**src/rtl/gray_sweep_ctrl.sv**
```systemverilog
// Sweep sequencer: steps a binary index from start_val to end_val (up or down)
// and streams each index with its Gray code as a valid/ready beat.
module gray_sweep_ctrl #(
    parameter int width = 4
) (
    input  logic             clk,
    input  logic             rst_n,
    input  logic             start,
    input  logic             abort,
    input  logic             dir,
    input  logic             wrap_en,
    input  logic [width-1:0] start_val,
    input  logic [width-1:0] end_val,
    input  logic             out_ready,
    output logic             out_valid,
    output logic [width-1:0] b_out,
    output logic [width-1:0] g_out,
    output logic             busy,
    output logic             done,
    output logic             ovf,
    output logic [width:0]   beat_cnt
);

    typedef enum logic [1:0] {
        IDLE = 2'd0,
        RUN  = 2'd1,
        DONE = 2'd2
    } state_t;

    localparam logic [width-1:0] b_one   = {{(width-1){1'b0}}, 1'b1};
    localparam logic [width:0]   cnt_one = {{width{1'b0}}, 1'b1};

    state_t           state_reg, state_next;
    logic [width-1:0] b_reg, b_next;
    logic [width-1:0] g_reg, g_next;
    logic [width:0]   cnt_reg, cnt_next;
    logic             ovf_reg, ovf_next;
    logic             dir_reg, dir_next;
    logic             wrap_reg, wrap_next;
    logic [width-1:0] end_reg, end_next;
    logic             at_limit;

    // Gray code is computed from the next index so the pair is registered together.
    genvar gi;
    generate
        for (gi = 0; gi < width - 1; gi++) begin : g_gray
            assign g_next[gi] = b_next[gi] ^ b_next[gi+1];
        end
    endgenerate
    assign g_next[width-1] = b_next[width-1];

    assign at_limit = dir_reg ? (b_reg == '0) : (b_reg == '1);

    always_ff @(posedge clk or negedge rst_n) begin
        if (!rst_n) begin
            state_reg <= IDLE;
            b_reg     <= '0;
            g_reg     <= '0;
            cnt_reg   <= '0;
            ovf_reg   <= 1'b0;
            dir_reg   <= 1'b0;
            wrap_reg  <= 1'b0;
            end_reg   <= '0;
        end else begin
            state_reg <= state_next;
            b_reg     <= b_next;
            g_reg     <= g_next;
            cnt_reg   <= cnt_next;
            ovf_reg   <= ovf_next;
            dir_reg   <= dir_next;
            wrap_reg  <= wrap_next;
            end_reg   <= end_next;
        end
    end

    always_comb begin
        state_next = state_reg;
        b_next     = b_reg;
        cnt_next   = cnt_reg;
        ovf_next   = ovf_reg;
        dir_next   = dir_reg;
        wrap_next  = wrap_reg;
        end_next   = end_reg;
        case (state_reg)
            IDLE: begin
                if (start) begin
                    dir_next   = dir;
                    wrap_next  = wrap_en;
                    end_next   = end_val;
                    b_next     = start_val;
                    cnt_next   = '0;
                    ovf_next   = 1'b0;
                    state_next = RUN;
                end
            end
            RUN: begin
                // Abort wins over a simultaneous accept and leaves counters untouched.
                if (abort) begin
                    state_next = IDLE;
                end else if (out_ready) begin
                    cnt_next = cnt_reg + cnt_one;
                    if (b_reg == end_reg) begin
                        state_next = DONE;
                    end else if (at_limit && !wrap_reg) begin
                        ovf_next   = 1'b1;
                        state_next = DONE;
                    end else begin
                        // Modular add/subtract gives the wrap to 0 / all-ones for free.
                        b_next = dir_reg ? (b_reg - b_one) : (b_reg + b_one);
                    end
                end
            end
            DONE: begin
                state_next = IDLE;
            end
            default: begin
                state_next = IDLE;
            end
        endcase
    end

    assign out_valid = (state_reg == RUN);
    assign busy      = (state_reg != IDLE);
    assign done      = (state_reg == DONE);
    assign b_out     = b_reg;
    assign g_out     = g_reg;
    assign ovf       = ovf_reg;
    assign beat_cnt  = cnt_reg;

endmodule
```
**config.mk**
```make
export PLATFORM = sky130hd
export DESIGN_NAME = gray_sweep_ctrl
export DESIGN_NICKNAME = d
export VERILOG_FILES = /design/src/rtl/gray_sweep_ctrl.sv
export SDC_FILE = /design/constraint.sdc
export NUM_CORES = 1
export LEC_CHECK = 0
export CORE_AREA = 2 2 65 42
export CTS_BUF_LIST = sky130_fd_sc_hd__clkbuf_2
export CTS_CLUSTER_DIAMETER = 200
export DETAILED_ROUTE_END_ITERATION = 8
export DIE_AREA = 0 0 67 44
export PLACE_DENSITY = 0.93
export RECOVER_POWER = 50
export SYNTH_ARGS = -nofsm -noshare
export SYNTH_HDL_FRONTEND = slang
export SYNTH_SLANG_ARGS = --single-unit
```
**constraint.sdc**
```tcl
create_clock -name clk -period 3.8 [get_ports clk]
set_input_delay 0.57 -clock clk [delete_from_list [all_inputs] [get_ports clk]]
set_output_delay 0.57 -clock clk [all_outputs]
set_load 0.02 [all_outputs]
```
==> results_dict.tcl <==
set metrics [dict create \
    placed_area_um2 1540 \
    clock_sinks 21 \
    synth_most_common_cell "nand2_1" \
    postSynthCellCount 121 \
    ant_nets 0 \
    dp_slack_ns 1.63 \
    post-cts-setup-buffers 0 \
    outcome "completed" \
    peakVddDrop_v 0.000309 \
    p_switching_uw 540 \
    tightestPinTransition_ns 0.929 \
    clkPwrFrac_pct 7.8 \
    vias 981 \
    dp.cells 180 \
    ctsResizeCount 0 \
    slowest_delay_ns 0.54 \
    critPathKind "reg2out" \
    area_delta_synth_final_pct 27.9 \
    hold_path.class "reg2reg" \
    power_density_nw_per_um2 773 \
    fin_worst_skew_ns 0.00981 \
    n_fill_cell 204 \
    crit_fanout 8 \
    nets 172 \
    drcViolationCount 0 \
    grt_max_degree 22 \
    via_per_inst 5.33 \
    clk_latency_ns 0.33 \
    clkTransAtPathRegs_ns 0.19 \
    async_flop_share_pct 100 \
    ctsLongestPathBuffers 2 \
    multi_input_area_um2 644 \
    synthFlopType "dfrtp_1" \
    avgSynthCellArea_um2 10.1 \
    antenna_found_initial 0 \
    fmax_mhz 406 \
    cp.arrival_ns 1.89 \
    cts_tree "done" \
    finalCriticalPeriod_ns 2.46 \
    htreeDepth 1 \
    die_w_um 67 \
    largest_register_ff_count 5 \
    netlist.area_leader.share_pct 43.2 \
    cp-end-kind "primary output" \
    switching_share_pct 45.0 \
    drt_iter0_markers 33 \
    rsz0062_at_grt "no" \
    synth_cell_types 35 \
    core_area_um2 2380 \
    overflow 0 \
    initial_core_util_pct 51.1 \
    crit_path_top_delay_cell "clkdlybuf4s50_1" \
    power_frac_comb_pct 56.8 \
    numCtsBuffers 3 \
    grt_pass1_wl_mm 4.57 \
    critPathRequiredTime_ns 3.23 \
    setup_violations 0 \
    crit_chain "nor2_1 > inv_1 > clkdlybuf4s50_1" \
    die_area_um2 2950 \
    num_rows 14 \
    p_int_uw 662 \
    fin_cells 184 \
    synth_edf_count 0 \
    final_area_um2 1560 \
    ys_seq_area_share_pct 43.2 \
    layout-drive-gt1-share_pct 10.5 \
    wl_per_cell_um 14.8 \
    num_io_pins 32 \
    p_leak_nw 0.688 \
    period_share_pct 64.8 \
    synth_top_cell_by_area "dfrtp_1" \
    slew_headroom_pct 37.8 \
    crit_path_start_kind "register" \
    ctsRootBufferMaster "clkbuf_2" \
    final-seq-area_um2 526 \
    synthTopCellsByCount "nand2_1 (29), dfrtp_1 (21), xnor2_1 (8), nor2_1 (6)" \
    die_y_um 44 \
    sequentialPowerShare_pct 35.4 \
    wl_mm 2.72 \
    yosysWarnings 0 \
    maxCapViolCount 0 \
    synth_area_leaders "dfrtp_1 (43%), nand2_1 (9.0%), xnor2_1 (5.8%)" \
    drv_slew 0 \
    gp_congestion 0.893 \
    syn_nets 140 \
    fin_setup_tns_ns 0 \
    finalHoldViolCount 0 \
    dr.pass1.iters 4 \
    track_usage_pct 21.3 \
    port_buffers 31 \
    syn-cell-area_um2 1220 \
    cts_hold_buf 0 \
    ys_ff_latch 21 \
    n_antenna_cell 0 \
    first_global_vias 959 \
    dp_hpwl_mm 2.12 \
    setup_slack_ns 1.34 \
]
## through the flow
step | util (%) | total power [mW] | hold WS [ns]
floorplan | - | 0.885 | 0.274
global placement | 64.7 | 1.08 | 0.480
detailed placement | 64.7 | 1.12 | 0.488
CTS | 65.5 | 1.21 | 0.528
global route | 65.3 | 1.30 | 0.545
finish | 65.3 | 1.20 | 0.526
## cell usage in the layout (no fill, tap or decap), drive strengths merged
cell           instances
nand2b                 1
nor2                   6
dlygate4sd3            1
a21o                   3
dfrtp                 21
nor3b                  3
o21a                   1
ha                     3
mux2i                  3
or2                    1
a31o                   1
nand4                  4
a21oi                  1
clkbuf                 4
o21ai                  2
nor2b                  3
a22oi                  2
o221ai                 2
a311o                  1
clkdlybuf4s50         30
nand2                 29
xor2                   5
and3                   1
and2                   2
xnor2                  8
o311a                  1
nand3                  5
fa                     1
and4                   1
nor4                   1
inv                    4
a41oi                  1
## layout make-up
| type | instances | share of cell area, % |
|---|---|---|
| Sequential cell | 21 | 33.8 |
| Tap cell | 32 | 2.57 |
| Inverter | 4 | 0.965 |
| Clock buffer | 4 | 1.29 |
| Timing Repair Buffer | 31 | 20.0 |
| Multi-Input combinational cell | 92 | 41.4 |
## power by group through the flow
stage	clock network (mW)	logic, mW	registers, mW
2_1_floorplan	0	0.436	0.449
3_3_place_gp	0	0.660	0.423
3_5_place_dp	0	0.686	0.431
4_1_cts	0.0976	0.689	0.425
5_1_grt	0.107	0.751	0.440
6_report	0.0940	0.683	0.425
## layer usage
| metal | vias to the layer above | routed length, um | GRT usage [%] |
|---|---|---|---|
| li1 | 477 | - | - |
| met1 | 454 | 1180 | 29.5 |
| met2 | 48 | 1290 | 34.3 |
| met3 | 2 | 236 | 5.71 |
| met4 | 0 | 13 | 3.67 |
| met5 | - | 0 | 0 |
## final timing paths
path                            slack [ns]  cells past startpoint                startpoint                       end
worst max register to register        1.59                      5        b_out[1]$_DFF_PN0_        g_out[2]$_DFF_PN0_
worst max-delay path                  1.34                      3  state_reg[0]$_DFFE_PN0P_                      busy
worst min register to register        0.53                      1           ovf$_DFFE_PN0P_           ovf$_DFFE_PN0P_
worst min-delay path                  0.53                      1           ovf$_DFFE_PN0P_           ovf$_DFFE_PN0P_
min in group asynchronous             0.80                      1                     rst_n  state_reg[0]$_DFFE_PN0P_
max in group asynchronous             2.44                      1                     rst_n        b_out[2]$_DFF_PN0_
## critical path, delay by kind of cell, from the launching register on
family                 cells  cell delay [ns]
and+or+nand+nor            1             0.42
buffers and inverters      2             0.61
DFF                        1             0.52
## cell families (layout without fill, tap and decap cells)
family,after synthesis,count (layout),share of synthesized area [%]
and+or+nand+nor,57,57,24.1
AOI/OAI and AO/OA,15,15,12.8
buffers and inverters,8,39,3.40
DFF,21,21,43.2
adders and majority gates,4,4,4.73
xor gates and xnor gates,13,13,9.36
muxes,3,3,2.47
(Power assumes the default switching activity.)
